[config.mk]
export PLATFORM = sky130hd
export DESIGN_NAME = ac_ctrl
export DESIGN_NICKNAME = d
export VERILOG_FILES = /design/src/rtl/ac_ctrl.sv
export SDC_FILE = /design/constraint.sdc
export NUM_CORES = 1
export LEC_CHECK = 0
export CORE_ASPECT_RATIO = 1.4
export CORE_MARGIN = 2
export CORE_UTILIZATION = 40
export CTS_CLUSTER_DIAMETER = 120
export DETAILED_ROUTE_END_ITERATION = 16
export PLACE_DENSITY = 0.66
export SYNTH_ARGS = -nofsm -noshare
export SYNTH_HDL_FRONTEND = slang
export SYNTH_SLANG_ARGS = --single-unit
[constraint.sdc]
create_clock -name clk_i -period 3.9 [get_ports clk_i]
set_input_delay 0.78 -clock clk_i [delete_from_list [all_inputs] [get_ports clk_i]]
set_output_delay 0.78 -clock clk_i [all_outputs]
set_load 0.05 [all_outputs]
[src/rtl/ac_ctrl.sv]
// Fetch/decode/execute sequencer for the Sim-AC accumulator machine.
// Sole master of the 32x8 program/data RAM; holds pc, ir, acc and Z/C flags.
module ac_ctrl #(
    parameter int unsigned ADDR_W = 5,
    parameter int unsigned DATA_W = 8
) (
    input  logic              clk_i,
    input  logic              rst_ni,
    input  logic              run_i,
    input  logic [DATA_W-1:0] mem_dout_i,
    output logic [ADDR_W-1:0] mem_addr_o,
    output logic              mem_wen_o,
    output logic [DATA_W-1:0] mem_din_o,
    output logic [DATA_W-1:0] acc_o,
    output logic [ADDR_W-1:0] pc_o,
    output logic              z_o,
    output logic              c_o,
    output logic              halted_o
);

    localparam int unsigned OP_W = 3;

    localparam logic [OP_W-1:0] OP_NOP = 3'd0;
    localparam logic [OP_W-1:0] OP_LDA = 3'd1;
    localparam logic [OP_W-1:0] OP_STA = 3'd2;
    localparam logic [OP_W-1:0] OP_ADD = 3'd3;
    localparam logic [OP_W-1:0] OP_SUB = 3'd4;
    localparam logic [OP_W-1:0] OP_JMP = 3'd5;
    localparam logic [OP_W-1:0] OP_JZ  = 3'd6;
    localparam logic [OP_W-1:0] OP_HLT = 3'd7;

    typedef enum logic [2:0] {
        S_FETCH,
        S_FETCH_W,
        S_DECODE,
        S_OPER,
        S_OPER_W,
        S_STORE,
        S_HALT
    } state_t;

    state_t            state;
    logic [ADDR_W-1:0] pc;
    logic [DATA_W-1:0] ir;
    logic [DATA_W-1:0] acc;
    logic              z;
    logic              c;

    logic [OP_W-1:0]   op;
    logic [ADDR_W-1:0] opnd;
    logic [DATA_W:0]   sum;
    logic [DATA_W:0]   diff;

    assign op   = ir[DATA_W-1 -: OP_W];
    assign opnd = ir[ADDR_W-1:0];

    // The extra top bit is the carry for ADD and the borrow for SUB.
    assign sum  = {1'b0, acc} + {1'b0, mem_dout_i};
    assign diff = {1'b0, acc} - {1'b0, mem_dout_i};

    // Sequencer and architectural registers
    always_ff @(posedge clk_i or negedge rst_ni) begin
        if (!rst_ni) begin
            state <= S_FETCH;
            pc    <= '0;
            ir    <= '0;
            acc   <= '0;
            z     <= 1'b0;
            c     <= 1'b0;
        end else begin
            case (state)
                S_FETCH: begin
                    if (run_i) state <= S_FETCH_W;
                end
                S_FETCH_W: begin
                    ir    <= mem_dout_i;
                    pc    <= pc + ADDR_W'(1);
                    state <= S_DECODE;
                end
                S_DECODE: begin
                    case (op)
                        OP_LDA, OP_ADD, OP_SUB: state <= S_OPER;
                        OP_STA:                 state <= S_STORE;
                        OP_JMP: begin
                            pc    <= opnd;
                            state <= S_FETCH;
                        end
                        OP_JZ: begin
                            if (z) pc <= opnd;
                            state <= S_FETCH;
                        end
                        OP_HLT:  state <= S_HALT;
                        default: state <= S_FETCH;
                    endcase
                end
                S_OPER: begin
                    state <= S_OPER_W;
                end
                S_OPER_W: begin
                    case (op)
                        OP_LDA: begin
                            acc <= mem_dout_i;
                            z   <= (mem_dout_i == '0);
                        end
                        OP_ADD: begin
                            acc <= sum[DATA_W-1:0];
                            c   <= sum[DATA_W];
                            z   <= (sum[DATA_W-1:0] == '0);
                        end
                        OP_SUB: begin
                            acc <= diff[DATA_W-1:0];
                            c   <= diff[DATA_W];
                            z   <= (diff[DATA_W-1:0] == '0);
                        end
                        default: ;
                    endcase
                    state <= S_FETCH;
                end
                S_STORE: begin
                    state <= S_FETCH;
                end
                S_HALT: begin
                    state <= S_HALT;
                end
                default: begin
                    state <= S_FETCH;
                end
            endcase
        end
    end

    // Moore decode of RAM controls; async reset drops the write enable at once
    always_comb begin
        mem_addr_o = pc;
        mem_wen_o  = 1'b0;
        case (state)
            S_OPER, S_OPER_W: mem_addr_o = opnd;
            S_STORE: begin
                mem_addr_o = opnd;
                mem_wen_o  = 1'b1;
            end
            default: ;
        endcase
    end

    assign mem_din_o = acc;
    assign acc_o     = acc;
    assign pc_o      = pc;
    assign z_o       = z;
    assign c_o       = c;
    assign halted_o  = (state == S_HALT);

endmodule

# Word level (Yosys, flattened, before mapping)
# Index checks and enable logic that the tools add are counted.
[totals] ff_bits=26 out_inout_bits=30 elab_cells=48
[op_classes] addsub=3 n_eq_ne=16 n_mux=11 reduce_logical=12
[ops] op="zero test 8 bit" n=3
[ops] op="case mux 8 bit (3 select lines)" n=1
[ops] op="== test 3 bit, second input constant" n=7
[ops] op="case mux 5 bit (2 select lines)" n=2
[ops] op="case mux 3 bit (5 select lines)" n=1
[ops] op="== test 3 x 2 -> 1 bit, second input constant" n=4
[ops] op="2-to-1 mux 5 bit" n=2
[ops] op="adder 8 x 8 -> 9 bit" n=1
[ops] op="case mux 3 bit (3 select lines)" n=1
[ops] op="subtractor 8 x 8 -> 9 bit" n=1
[ops] op="== test 3 x 1 -> 1 bit, second input constant" n=2
[ops] op="OR reduction 3 bit" n=2
[ops] op="adder 5 x 1 -> 5 bit, second input constant" n=1
[ops] op="AND reduction 2 bit" n=2
[ops] op="nonzero test 2 bit" n=2
[ops] op="zero test 3 bit" n=1
[ops] op="2-to-1 mux 3 bit" n=1
[ops] op="inequality test 3 x 2 -> 1 bit, second input constant" n=1
[ops] op="inequality test 3 bit, second input constant" n=1
[ops] op="case mux 1 bit (3 select lines)" n=1
[ops] op="AND reduction 3 bit" n=1
[ops] op="nonzero test 3 bit" n=1
[ops] op="inequality test 2 bit, second input constant" n=1
[ops] op="case mux 1 bit (2 select lines)" n=1
[ops] op="2-to-1 mux 1 bit" n=1

# Depth between registers and ports, before layout
# Gate-level depths: netlist of run 1.
[logic_depth] ltp_word=4 mapped_depth=10 mapped_depth_nobuf=10

# Worst setup path after synthesis of run 1
# OpenSTA, ideal clock, no wires.
[synth_path] kind="input port to flip-flop" from="input port mem_dout_i[0]" to="register z, in the netlist z_o" arrival_ns=2.685 t_required_ns=3.813 setup_slack_ns=1.128 stages=9 path_cell_list="ha_1 -> inv_1 -> fa_1 -> a211o_1 -> a2111oi_4 -> a211oi_1 -> nor4_2 -> a41oi_1 -> a22oi_1"
[synth_between] elab_chain_cells=3
[synth_rtl] element="start, declared" line_no="10" rtl="input logic [DATA_W-1:0] mem_dout_i,"
[synth_rtl] element="subtractor 8 x 8 -> 9 bit / adder 8 x 8 -> 9 bit (equally long branches)" line_no="59, 58"
[synth_rtl] element="zero test 8 bit (on tied branches)" line_no="113, 108"
[synth_rtl] element="case mux 1 bit (3 select lines) *" line_no="100" rtl="case (op)"
[synth_rtl] element="end signal, assigned" line_no="103" rtl="z <= (mem_dout_i == '0);"
[synth_rtl] element="end signal, assigned" line_no="108" rtl="z <= (sum[DATA_W-1:0] == '0);"
[synth_rtl] element="end signal, assigned" line_no="113" rtl="z <= (diff[DATA_W-1:0] == '0);"
[synth_rtl] element="end, declared" line_no="46" rtl="logic z;"
# Mark *: on every way between the ends. The rest lies on a longest branch, timed or not.
# A chain may end at the register's enable or synchronous reset.

# Final worst setup path of run 1
# Same ends and word-level chain as after synthesis.

==> results of run 1 <==
## placed cells by master, fill, tap and decap left out, types with 3 or more instances in the layout
cell,netlist,routed
nor3_1,4,4
nand4_1,3,3
a31oi_1,3,3
clkbuf_8,0,3
o21ai_1,4,4
inv_1,17,17
ha_1,18,18
xnor2_1,4,4
a221oi_1,5,5
clkdlybuf4s50_1,0,40
dfrtp_1,26,26
nand2_1,26,26
inv_2,3,3
mux2i_1,7,7
o21ai_0,21,21
nand3_1,3,3
a21oi_1,18,18
nor4_1,4,4
xor2_1,3,3
a211oi_1,6,6
o211ai_1,3,3
nand2b_1,3,3
nor2b_1,5,5
mux2_2,6,6
buf_4,11,3
nor2_1,18,18
nor3b_1,4,4
## cell families (layout without fill, tap and decap cells)
group | count (synthesis) | after routing | share of synthesized area (%)
XOR/XNOR | 7 | 7 | 2.58
buffers and inverters | 42 | 66 | 8.95
flip-flops | 26 | 26 | 27.4
AO/OA/AOI/OAI | 85 | 85 | 25.1
AND/OR/NAND/NOR | 85 | 85 | 19.0
adder cells (fa/ha/maj) | 20 | 20 | 11.2
multiplexers | 13 | 13 | 5.79
## area by class of cell
| class | instances | area share, % |
|---|---|---|
| clock buffers | 3 | 1.48 |
| repair buffers | 43 | 15.2 |
| multi-input cells | 210 | 54.2 |
| flip-flops and latches | 26 | 23.3 |
| inverters | 20 | 2.69 |
| well taps | 70 | 3.14 |
## critical path: cells and delay by family
family                     cells  cell delay, ps
buffers and inverters          2             630
adders and majority gates      2             610
AOI/OAI and AO/OA              5            1370
and+or+nand+nor                1             120
## cell usage after synthesis, types with 3 or more instances
master     n
a31oi_1    3
o21ai_0   21
a211oi_1   6
nor2b_1    5
inv_1     17
nand2_1   26
nand4_1    3
nor3b_1    4
nand3_1    3
mux2i_1    7
nor2_1    18
ha_1      18
o211ai_1   3
inv_2      3
dfrtp_1   26
xor2_1     3
a21oi_1   18
buf_4     11
nor4_1     4
clkbuf_1   5
mux2_2     6
buf_2      5
nor3_1     4
xnor2_1    4
o21ai_1    4
nand2b_1   3
a221oi_1   5
## routing by layer
metal / GRT usage [%] / vias up / wire length [microns]
li1: - / 1043 / -
met1: 22.1 / 1014 / 2460
met2: 34.7 / 55 / 3060
met3: 1.06 / 16 / 181
met4: 9.97 / 0 / 240
met5: 0 / - / 0
## sequential cells by signal, summed over array words and instances (netlist names)
register	cells
pc_o	5
acc_o	8
c_o	1
state	3
ir	8
z_o	1
## how the worst max path moves through the flow
stage,from,end,slack [ps]
after floorplan,mem_dout_i[0],z_o,1130
after global placement,mem_dout_i[2],z_o,370
after detailed placement,mem_dout_i[0],z_o,300
after CTS,mem_dout_i[0],z_o,550
after global routing,mem_dout_i[1],z_o,370
final,mem_dout_i[0],z_o,530
## through the flow
| stage | hold slack, ps | area (sq um) | cells | setup slack [ps] |
|---|---|---|---|---|
| 2_1_floorplan | 467 | 2380 | 278 | 1130 |
| 3_3_place_gp | 500 | 2750 | 369 | 369 |
| 3_5_place_dp | 506 | 2750 | 369 | 303 |
| 4_1_cts | 528 | 2790 | 372 | 550 |
| 5_1_grt | 551 | 2790 | 372 | 372 |
| 6_report | 519 | 2790 | 372 | 534 |
==> summary.txt, run 1 <==
Run status
  • Status: finished, final reports clean

CTS
  • CTS root buffer: clkbuf_8
  • Clock sink total: 26
  • Later-pin clock latency in the skew report: between 200 and 300 ps
  • CTS tree: done
  • Post_cts resized: 0
  • Clk pin slew, worst setup/hold paths: around 90 ps
  • H-Tree Depth: 1
  • Clock Path Buffers: 2
  • CTS Hold Bufs: 0
  • Total CTS buffers: 3
  • Postcts setup bufs: 0

Yosys
  • Mapped cell area: approximately 0.0024 sq mm
  • EDFF count, synth: 0
  • Share of the yosys chip area belonging to registers: a little over a quarter
  • Cell accounting for the most synthesized area: dfrtp_1
  • Ys flop type: dfrtp_1
  • Share of the synthesized area in the top cell type: 27.4%
  • Post-synthesis async set-or-reset flop share: 100%
  • Synthesis-stage register bit count: 26
  • Mapped Avg Cell Area: roughly 8.5 sq um
  • Syn Inst Count: 278
  • Yosys Warn Count: 0
  • Mapped Nets: around 310
  • Top cells by area, synth: dfrtp_1 (27%), ha_1 (9.5%), o21ai_0 (4.4%), nand2_1 (4.1%), a21oi_1 (3.8%)
  • Distinct cell type count after synthesis: 58

Placed design
  • Placer Congestion: 0.885
  • Port Buffers: 40
  • Half-perimeter wire length after placement: 4720 microns

Critical path
  • CP endpoint kind: flip-flop
  • Worst EP arrival: 3510 ps
  • Critical path cell sequence: clkdlybuf4s50_1, ha_1, inv_1, fa_1, a211o_1, a211o_1, a211oi_1, nor4_2, a41oi_1, a22oi_1
  • Worst EP required: between 4000 and 5000 ps
  • R2R setup slack: 1130 ps
  • Crit-path max FO: 6
  • RR Startpoint: acc_o[0]
  • Most frequent CP cell: a211o_1
  • Crit Path Class: in2reg
  • Worst Reg-to-Reg Cells: 10
  • Slowest stage delay, CP: between 500 and 600 ps
  • RR Endpoint: z_o
  • Critical Path Slowest Stage Cell: clkdlybuf4s50_1
  • Startpoint Class: input port

Layout
  • Final nets: ~340
  • Multi-input gate area: around 0.0015 sq mm
  • # fillers: slightly below 600
  • Final core occ: between 40% and 50%
  • Share of post-route cells with drive strength above 1: 7.95%
  • Antenna cells: 0
  • Register area: approximately 650 sq um
  • Synth-to-layout area growth: 17.4%

GRT
  • Total grt overflow: 0
  • Aggregate global-route resource usage: between 10% and 20%
  • Largest net degree at the start of global routing: 27
  • First-pass GRT wire length: roughly 10000 microns
  • Antenna violations before repair: 0
  • Vias in the first global route: approximately 2100

STA
  • Final Cycle Share: between 80% and 90%
  • Unrepaired setup endpoints after global routing: false
  • Setup TNS: 0 ps
  • Slew Viols, Final: 0
  • Rel. slew slack: approximately 45%
  • # setup viols final: 0
  • Clock Skew: 5.63 ps
  • Final hold vios: 0
  • Worst-margin pin slew: 828 ps
  • Fmax: slightly below 300 MHz
  • Min Tclk post-route: ~3400 ps

Route
  • Final Routed Wirelength: 5940 microns
  • Post-route DRC: 0
  • Post-route ant nets: 0
  • Vias: 2128
  • Vias per inst: between 5 and 6
  • DR WL/cell: about 16 microns
  • Initial drt markers: 48
  • Router iterations before antenna repair: 4

Floorplanning
  • Num ports: 41
  • Starting Density: 41.1%
  • Rows: 33
  • Core Region: between 0.005 and 0.006 sq mm
  • Die ar.: approximately 0.0066 sq mm
  • Die width: 69.1 microns
  • Die H: roughly 95 microns

Hold path
  • Hold Path Stages: 2
  • Worst Hold Class: reg2reg
  • Hold Startpoint: ir[1]
  • Worst Hold End: ir[1]

Flow run
  • Max-cap viol count: 0
Power of run 1 is left out: the tool's default activity adds up to more than one toggle a clock period on the data nets, which glitch-free logic cannot reach.
==> inputs of run 2 (changes only) <==
- CAP_MARGIN: unset -> 20
==> results of run 2 <==
The final DEF is identical to that of run 1; final timing and power are the same.
Power of run 2 is left out for the same reason.
